==> src/rtl/exu_bjp_cmtq.sv <==
// In-order commit-request queue between the ALU/BJP datapath and the
// branch resolver, with a saturating count of retired mispredicts.
module exu_bjp_cmtq #(
  parameter int DEPTH = 2,
  parameter int PC_W  = 32,
  parameter int XW    = 32,
  parameter int AW    = $clog2(DEPTH)
) (
  input  logic            clk,
  input  logic            rst,
  input  logic            flush_i,
  input  logic            alu_i_valid,
  output logic            alu_i_ready,
  input  logic            alu_i_bjp,
  input  logic            alu_i_bjp_prdt,
  input  logic            alu_i_bjp_rslv,
  input  logic [PC_W-1:0] alu_i_pc,
  input  logic [XW-1:0]   alu_i_imm,
  output logic            cmt_o_valid,
  input  logic            cmt_o_ready,
  output logic            cmt_o_bjp,
  output logic            cmt_o_bjp_prdt,
  output logic            cmt_o_bjp_rslv,
  output logic [PC_W-1:0] cmt_o_pc,
  output logic [XW-1:0]   cmt_o_imm,
  output logic [AW:0]     occ_o,
  output logic [31:0]     mispred_cnt_o
);

  typedef struct packed {
    logic            bjp;
    logic            prdt;
    logic            rslv;
    logic [PC_W-1:0] pc;
    logic [XW-1:0]   imm;
  } ent_t;

  ent_t        mem_q [DEPTH];
  ent_t        mem_d [DEPTH];
  logic [AW:0] wr_ptr_q, wr_ptr_d;
  logic [AW:0] rd_ptr_q, rd_ptr_d;
  logic [31:0] mispred_cnt_q, mispred_cnt_d;

  logic full, empty, push, pop, mispred;
  ent_t head;

  // Extra wrap bit distinguishes full from empty when indices match.
  assign full  = (wr_ptr_q[AW] != rd_ptr_q[AW]) &&
                 (wr_ptr_q[AW-1:0] == rd_ptr_q[AW-1:0]);
  assign empty = (wr_ptr_q == rd_ptr_q);
  assign head  = mem_q[rd_ptr_q[AW-1:0]];

  assign alu_i_ready = ~rst & ~full & ~flush_i;
  assign cmt_o_valid = ~empty;

  assign push    = alu_i_valid & alu_i_ready;
  assign pop     = cmt_o_valid & cmt_o_ready & ~flush_i;
  assign mispred = pop & head.bjp & (head.prdt ^ head.rslv);

  assign occ_o         = wr_ptr_q - rd_ptr_q;
  assign mispred_cnt_o = mispred_cnt_q;

  always_comb begin
    cmt_o_bjp      = 1'b0;
    cmt_o_bjp_prdt = 1'b0;
    cmt_o_bjp_rslv = 1'b0;
    cmt_o_pc       = '0;
    cmt_o_imm      = '0;
    if (cmt_o_valid) begin
      cmt_o_bjp      = head.bjp;
      cmt_o_bjp_prdt = head.prdt;
      cmt_o_bjp_rslv = head.rslv;
      cmt_o_pc       = head.pc;
      cmt_o_imm      = head.imm;
    end
  end

  always_comb begin
    mem_d         = mem_q;
    wr_ptr_d      = wr_ptr_q;
    rd_ptr_d      = rd_ptr_q;
    mispred_cnt_d = mispred_cnt_q;
    if (flush_i) begin
      rd_ptr_d = wr_ptr_q;
    end else begin
      if (push) begin
        mem_d[wr_ptr_q[AW-1:0]] = '{
          bjp:  alu_i_bjp,
          prdt: alu_i_bjp_prdt,
          rslv: alu_i_bjp_rslv,
          pc:   alu_i_pc,
          imm:  alu_i_imm
        };
        wr_ptr_d = wr_ptr_q + (AW+1)'(1);
      end
      if (pop) begin
        rd_ptr_d = rd_ptr_q + (AW+1)'(1);
      end
      if (mispred && (mispred_cnt_q != 32'hFFFF_FFFF)) begin
        mispred_cnt_d = mispred_cnt_q + 32'd1;
      end
    end
  end

  always_ff @(posedge clk) begin
    if (rst) begin
      wr_ptr_q      <= '0;
      rd_ptr_q      <= '0;
      mispred_cnt_q <= '0;
    end else begin
      wr_ptr_q      <= wr_ptr_d;
      rd_ptr_q      <= rd_ptr_d;
      mispred_cnt_q <= mispred_cnt_d;
    end
  end

  // Entry storage needs no reset: outputs are gated by cmt_o_valid.
  always_ff @(posedge clk) begin
    mem_q <= mem_d;
  end

endmodule
==> config.mk <==
export PLATFORM = sky130hd
export DESIGN_NAME = exu_bjp_cmtq
export DESIGN_NICKNAME = d
export VERILOG_FILES = /design/src/rtl/exu_bjp_cmtq.sv
export SDC_FILE = /design/constraint.sdc
export NUM_CORES = 1
export LEC_CHECK = 0
export CAP_MARGIN = 20
export CORE_ASPECT_RATIO = 0.75
export CORE_UTILIZATION = 60
export CTS_BUF_LIST = sky130_fd_sc_hd__clkbuf_16
export DETAILED_ROUTE_END_ITERATION = 12
export DONT_BUFFER_PORTS = 1
export PLACE_DENSITY = 0.76
export SLEW_MARGIN = 5
export SYNTH_ARGS = -nofsm -noshare
export SYNTH_HDL_FRONTEND = slang
export SYNTH_SLANG_ARGS = --single-unit
==> constraint.sdc <==
create_clock -name clk -period 13 [get_ports clk]
set_input_delay 1.3 -clock clk [delete_from_list [all_inputs] [get_ports clk]]
set_output_delay 1.3 -clock clk [all_outputs]
set_load 0.01 [all_outputs]
==> out/metrics.csv, run 1 <==
metric;value;unit
cts hold-fix bufs;0;
Layout fillers;758;
crit path max fanout;67;
grt total ovfl;0;
drt drc;0;
clk_skew;11.3;ps
number of setup buffers added after CTS;0;
Iter 0 DRT Violations;337;
synthesized instance count;519;
dpl hpwl;8.54;mm
Pleak;2.40;nW
clock buffer count from CTS;17;
Setup Viol. Count Final;0;
ANT nets after route;0;
drt pass-1 iters;4;
Worst Setup End Kind;output pin;
CTS tree;built;
PwrDens;151;nW/um2
total clock sinks;170;
Mapped Avg Cell Area;13.6;um2
total core area;11200;um2
Die H;95.9;um
RSZ-0062 raised after global routing;no;
I/O Pins;175;
async set or reset register ratio after synthesis;0;%
Post-Syn Area;7060;um2
register area share after synthesis;67.2;%
fraction of layout cells with a size suffix above 1;10.3;%
Syn Nets;593;
post_cts resized;0;
IO Port Bufs;0;
Setup Crit Path Kind;register to output pin;
RePlAce Congestion;0.762;
Synthesis Warnings;0;
area occupied by multi-input gates;2140;um2
clock insertion delay at the later pin of the skew report;410;ps
Worst R2R End;mem_q[108];
worst r2r path cells;6;
# Max-Cap Violations;0;
die width;127;um
Fin. Hold Viols;0;
initial core utilization;63.1;%
Via-to-Cell Ratio;6.04;
Synth area leaders;edfxtp_1 57%, dfxtp_1 10%, mux2i_1 9.5%;
Slew HR;37.1;%
R2R setup slack;9990;ps
# diodes;0;
FF+latch area;4750;um2
H-tree Lvls;4;
Root Driver;clkbuf_16;
final WL;13.3;mm
Layout area overhead;9.75;%
Setup crit start kind;register;
first-pass GRT wire length;19.6;mm
outcome;completed;
final core occ;69.2;%
DR WL/cell;19.5;um
Die ar.;12200;um2
top cell type's share of synthesized area;57.0;%
Vias;4125;
Commonest cells post-synth;134 x edfxtp_1, 78 x nor2_1, 67 x mux2i_1;
Top FF cell, synth;edfxtp_1;
clock slew at reported path FFs;60;ps
Worst Hold Endpoint;rd_ptr_q[1];
vias in the first global route;3746;
min-delay worst type;register to register;
Final min period;3710;ps
FMAX;269;MHz
worst reg2reg path startpoint;wr_ptr_q[0];
slew at the pin closest to its max-slew limit;943;ps
Final period util;28.5;%
num rows;33;
layout net count;588;
largest net degree at the start of global routing;72;
worst endpoint required time;11700;ps
WHS Path Cells;2;
VDD IR max;135;uV
clock buffer depth;2;
TNS Setup;0;ps
post-synthesis cell type count;44;
GRT Total Usage;21.6;%
Slew Limit Fails;0;
Synth area leader;edfxtp_1;
Arr. time, crit path;2410;ps
min-delay src;rd_ptr_q[1];
EDFF count, synth;134;
initial antenna violation count;0;
post-synthesis sequential element count;170;
most common cell in the synthesized netlist;edfxtp_1;
[stage by stage]
step	total power [mW]	instance area, um2	setup WS (ps)	hold WS [ps]	cells
4_1_cts	1.18	7720	9240	541	682
5_1_grt	1.20	7740	9110	559	683
2_1_floorplan	0.680	7060	7630	500	519
3_3_place_gp	0.692	7140	9630	509	651
6_report	1.17	7740	9290	540	683
3_5_place_dp	0.694	7140	9560	533	651
[final cells by class]
type,count,area share (%)
multi-input combinational,312,27.6
inverter,7,0.339
timing repair buffer,6,0.840
sequential,170,61.3
tap,157,2.54
clock inverter,14,1.89
clock buffer,17,5.49
[kinds of logic (layout without fill, tap and decap cells)]
logic type | count (synthesis) | after routing | synth area share [%]
AO/OA/AOI/OAI | 69 | 69 | 6.72
flip-flops | 170 | 170 | 67.2
adder cells (fa/ha/maj) | 2 | 2 | 0.355
AND/OR/NAND/NOR | 163 | 163 | 12.0
multiplexers | 69 | 69 | 9.82
buffers and inverters | 37 | 44 | 2.71
XOR/XNOR | 9 | 9 | 1.12
[sequential cells by signal (all words and copies together) (netlist names)]
signal         flops
mem_q            134
mispred_cnt_o     32
rd_ptr_q           2
wr_ptr_q           2
[cells in the final DEF (no fill, tap or decap), types with 4 or more instances in the layout]
cell type / synthesis / layout
dfxtp_1: 36 / 35
nand4_1: 10 / 10
nand2_1: 12 / 12
nand3_1: 10 / 10
o31ai_1: 24 / 24
buf_4: 0 / 5
clkinvlp_4: 0 / 4
a21oi_1: 23 / 23
mux2i_1: 67 / 67
a21oi_2: 9 / 9
nor2_1: 78 / 76
inv_6: 0 / 4
or4_1: 25 / 25
clkbuf_16: 0 / 17
inv_1: 7 / 7
o21ai_0: 4 / 4
and4_1: 4 / 4
or3_1: 5 / 5
xnor2_1: 8 / 8
edfxtp_1: 134 / 134
[metal layers]
| metal | up-vias | global-route usage, % | part of all wire [%] |
|---|---|---|---|
| li1 | 1970 | - | - |
| met1 | 1994 | 28.6 | 45 |
| met2 | 152 | 32.8 | 45 |
| met3 | 9 | 8.39 | 9.5 |
| met4 | 0 | 7.74 | 0.74 |
| met5 | - | 0 | 0 |
[report_power, final]
group | internal [mW] | total [mW] | switching, mW | leakage, nW
clock | 0.283 | 0.489 | 0.206 | 0.268
sequential | 0.597 | 0.600 | 0.00277 | 1.51
combinational | 0.0230 | 0.0810 | 0.0580 | 0.621
[critical path: stages (launching register included)]
cell,delay [ps]
dfxtp_1,400
inv_1,110
ha_1,380
inv_1,170
nor2_4,130
buf_4,530
nor2_1,220
[how the worst max path moves through the flow]
| stage | startpoint | end | slack (ps) |
|---|---|---|---|
| 5_1_grt | wr_ptr_q[0] | cmt_o_pc[2] | 9110 |
| 2_1_floorplan | flush_i | mem_q[100] | 7630 |
| 3_5_place_dp | flush_i | mispred_cnt_o[27] | 9560 |
| 3_3_place_gp | rst | mem_q[115] | 9630 |
| 6_report | wr_ptr_q[0] | cmt_o_pc[2] | 9290 |
| 4_1_cts | wr_ptr_q[0] | cmt_o_imm[4] | 9240 |
No activity file was read; power rests on OpenSTA's default activity.
==> run 2: changes to the inputs <==
Settings changed: CORE_UTILIZATION 60 to 57, PLACE_DENSITY 0.76 to 0.75.
Clock period 13 ns to 3.4 ns, I/O delays scaled along.
==> run 2 against run 1 <==
Effect of this change: wire length rose by 9.8%; non-clock buffer count rose by 67; sequential power rose to 3.9 times the previous value; via count rose by 7.8%; largest cell class unchanged; clock power rose to 4.4 times the previous value; die area rose by 5.2%; largest power group unchanged; worst hold slack got worse by 520 ps.
==> out/metrics.csv, run 2 (synthesis results as in run 1) <==
metric;value;unit;change
outcome;completed;;
Final min period;2890;ps;
Tot Pwr;4.82;mW;+310%
Setup Viol. Count Final;0;;unchanged
PnR worst setup slack;509;ps;-8780 ps
clock insertion delay at the later pin of the skew report;410;ps;about the same
slew at the pin closest to its max-slew limit;733;ps;-210 ps
Iter 0 DRT Violations;361;;+7.1%
Vias;4446;;+7.8%
crit path max fanout;47;;-30%
Worst Setup SP;rd_ptr_q[0];;
Fin. Hold Viols;0;;unchanged
combinational power share;8.0;%;+1.1 points
PwrDens;566;nW/um2;+270%
DR WL/cell;19.3;um;-0.78%
dpl ws;665;ps;-8890 ps
Root Driver;clkbuf_16;;
num rows;34;;+3.0%
min-delay worst type;primary input to register;;
grt total ovfl;0;;unchanged
Placed Cells;661;;+1.5%
total core area;11800;um2;+5.7%
R2R setup slack;610;ps;-9380 ps
VDD IR max;460;uV;+240%
RSZ-0062 raised after global routing;no;;
Switching Fraction;22.3;%;-0.47 points
layout net count;655;;+11%
Arr. time, crit path;2550;ps;+140 ps
Int Pwr;3.75;mW;+310%
H-tree Lvls;4;;unchanged
number of setup buffers added after CTS;0;;unchanged
ANT nets after route;0;;unchanged
Pleak;2.74;nW;+14%
initial core utilization;59.7;%;-3.4 points
clock buffer depth;2;;unchanged
Worst R2R End;mispred_cnt_o[27];;
Via-to-Cell Ratio;5.88;;-2.6%
Worst Hold Endpoint;mem_q[92];;
global routing's busiest layer;met2;;
most frequent cells in the layout;134 x edfxtp_1, 76 x nor2_1, 67 x mux2i_1;;
dpl hpwl;9.06;mm;+6.1%
IO Port Bufs;0;;unchanged
Die ar.;12800;um2;+5.2%
clock slew at reported path FFs;60;ps;about the same
RePlAce Congestion;0.835;;+9.6%
Clock power frac;44.2;%;+2.4 points
Setup Crit Path Kind;register to output pin;;
fraction of layout cells with a size suffix above 1;10.3;%;about the same
Slew Limit Fails;0;;unchanged
CTS tree;built;;
largest net degree at the start of global routing;48;;-33%
initial antenna violation count;0;;unchanged
drt drc;0;;unchanged
clk_skew;9.88;ps;-1.38 ps
first-pass GRT wire length;21.5;mm;+10%
Worst Setup End Kind;output pin;;
worst endpoint required time;3060;ps;-8640 ps
FMAX;346;MHz;
max reg flops;134;;unchanged
GRT Total Usage;22.5;%;+0.91 points
TNS Setup;0;ps;unchanged
Flop pwr share;47.8;%;-3.5 points
met1 Resource Use GR;28.9;%;+0.36 points
die width;130;um;+2.6%
I/O Pins;175;;unchanged
clock buffer count from CTS;17;;unchanged
worst r2r path cells;6;;unchanged
worst reg2reg path startpoint;rd_ptr_q[0];;
drt pass-1 iters;6;;+2
# Max-Cap Violations;0;;unchanged
WHS Path Cells;0;;-2
total clock sinks;170;;unchanged
GR Layer Usage met2;34.1;%;+1.3 points
Biggest register;mem_q;;
met3 Usage GRT;10.8;%;+2.5 points
Psw;1.08;mW;+300%
Slew HR;51.2;%;+14 points
Final period util;85.0;%;
# diodes;0;;unchanged
Layout area overhead;20.9;%;
Setup crit start kind;register;;
final instance count without filler cells;756;;+11%
most common cell after layout, fill and taps aside;edfxtp_1;;
min-delay src;alu_i_imm[25];;
Die H;98.4;um;+2.5%
vias in the first global route;4085;;+9.0%
final WL;14.6;mm;+9.8%
## run 2: cell count changes in the layout (fill, tap and decap cells not counted), moves of 3 or more
cell,previous run,this run
bufinv_16,2,5
dlygate4sd3_1,0,62
clkinvlp_4,4,1
buf_12,0,4
## run 2: timing repair
item | CTS | global route
hold buffers | 2 | 61
endpoints found under the hold margin | 35 | 113
resized for setup | 0 | 0
## run 2: worst max path at each step
stage / depth (start not counted) / endpoint / slack [ps]
after detailed placement: 6 / mispred_cnt_o[27] / 670
after CTS: 5 / cmt_o_imm[21] / 490
after global placement: 6 / mispred_cnt_o[27] / 810
final: 5 / cmt_o_imm[21] / 510
after floorplan: 4 / mem_q[0] / -30
after global routing: 5 / cmt_o_imm[21] / 350
## run 2: cell type report
type / instances / area (um2)
sequential: 170 / 4750
fill: 791 / 3300
multi-input combinational: 312 / 2140
timing repair buffer: 73 / 753
clock buffer: 17 / 425
clock inverter: 15 / 236
tap: 162 / 203
inverter: 7 / 26.3
## run 2: worst max-delay path, stage by stage (launching register included)
cell and delay [ps]:
dfxtp_4 700, ha_1 390, inv_1 240, nor2_4 170, buf_12 230, nor2_1 390
## run 2: metal layers
metal / vias to the layer above / routed length (um)
li1: 2112 / -
met1: 2151 / 6160
met2: 168 / 6970
met3: 15 / 1340
met4: 0 / 145
met5: - / 0
## run 2: through the flow
step | hold WS (ps) | cell area, um2 | utilization [%]
4_1_cts | 0.0810 | 7920 | 66.9
2_1_floorplan | 439 | 7060 | -
3_5_place_dp | 409 | 7230 | 61.1
5_1_grt | -0.173 | 8530 | 72.1
3_3_place_gp | 407 | 7230 | 61.1
6_report | 22.5 | 8530 | 72.1
## run 2: power groups by stage
| stage | Sequential (mW) | Combinational (mW) | Clock [mW] |
|---|---|---|---|
| 6_report | 2.31 | 0.385 | 2.13 |
| 5_1_grt | 2.31 | 0.420 | 2.25 |
| 4_1_cts | 2.31 | 0.320 | 2.16 |
| 3_5_place_dp | 2.35 | 0.309 | 0 |
| 3_3_place_gp | 2.35 | 0.305 | 0 |
| 2_1_floorplan | 2.34 | 0.260 | 0 |
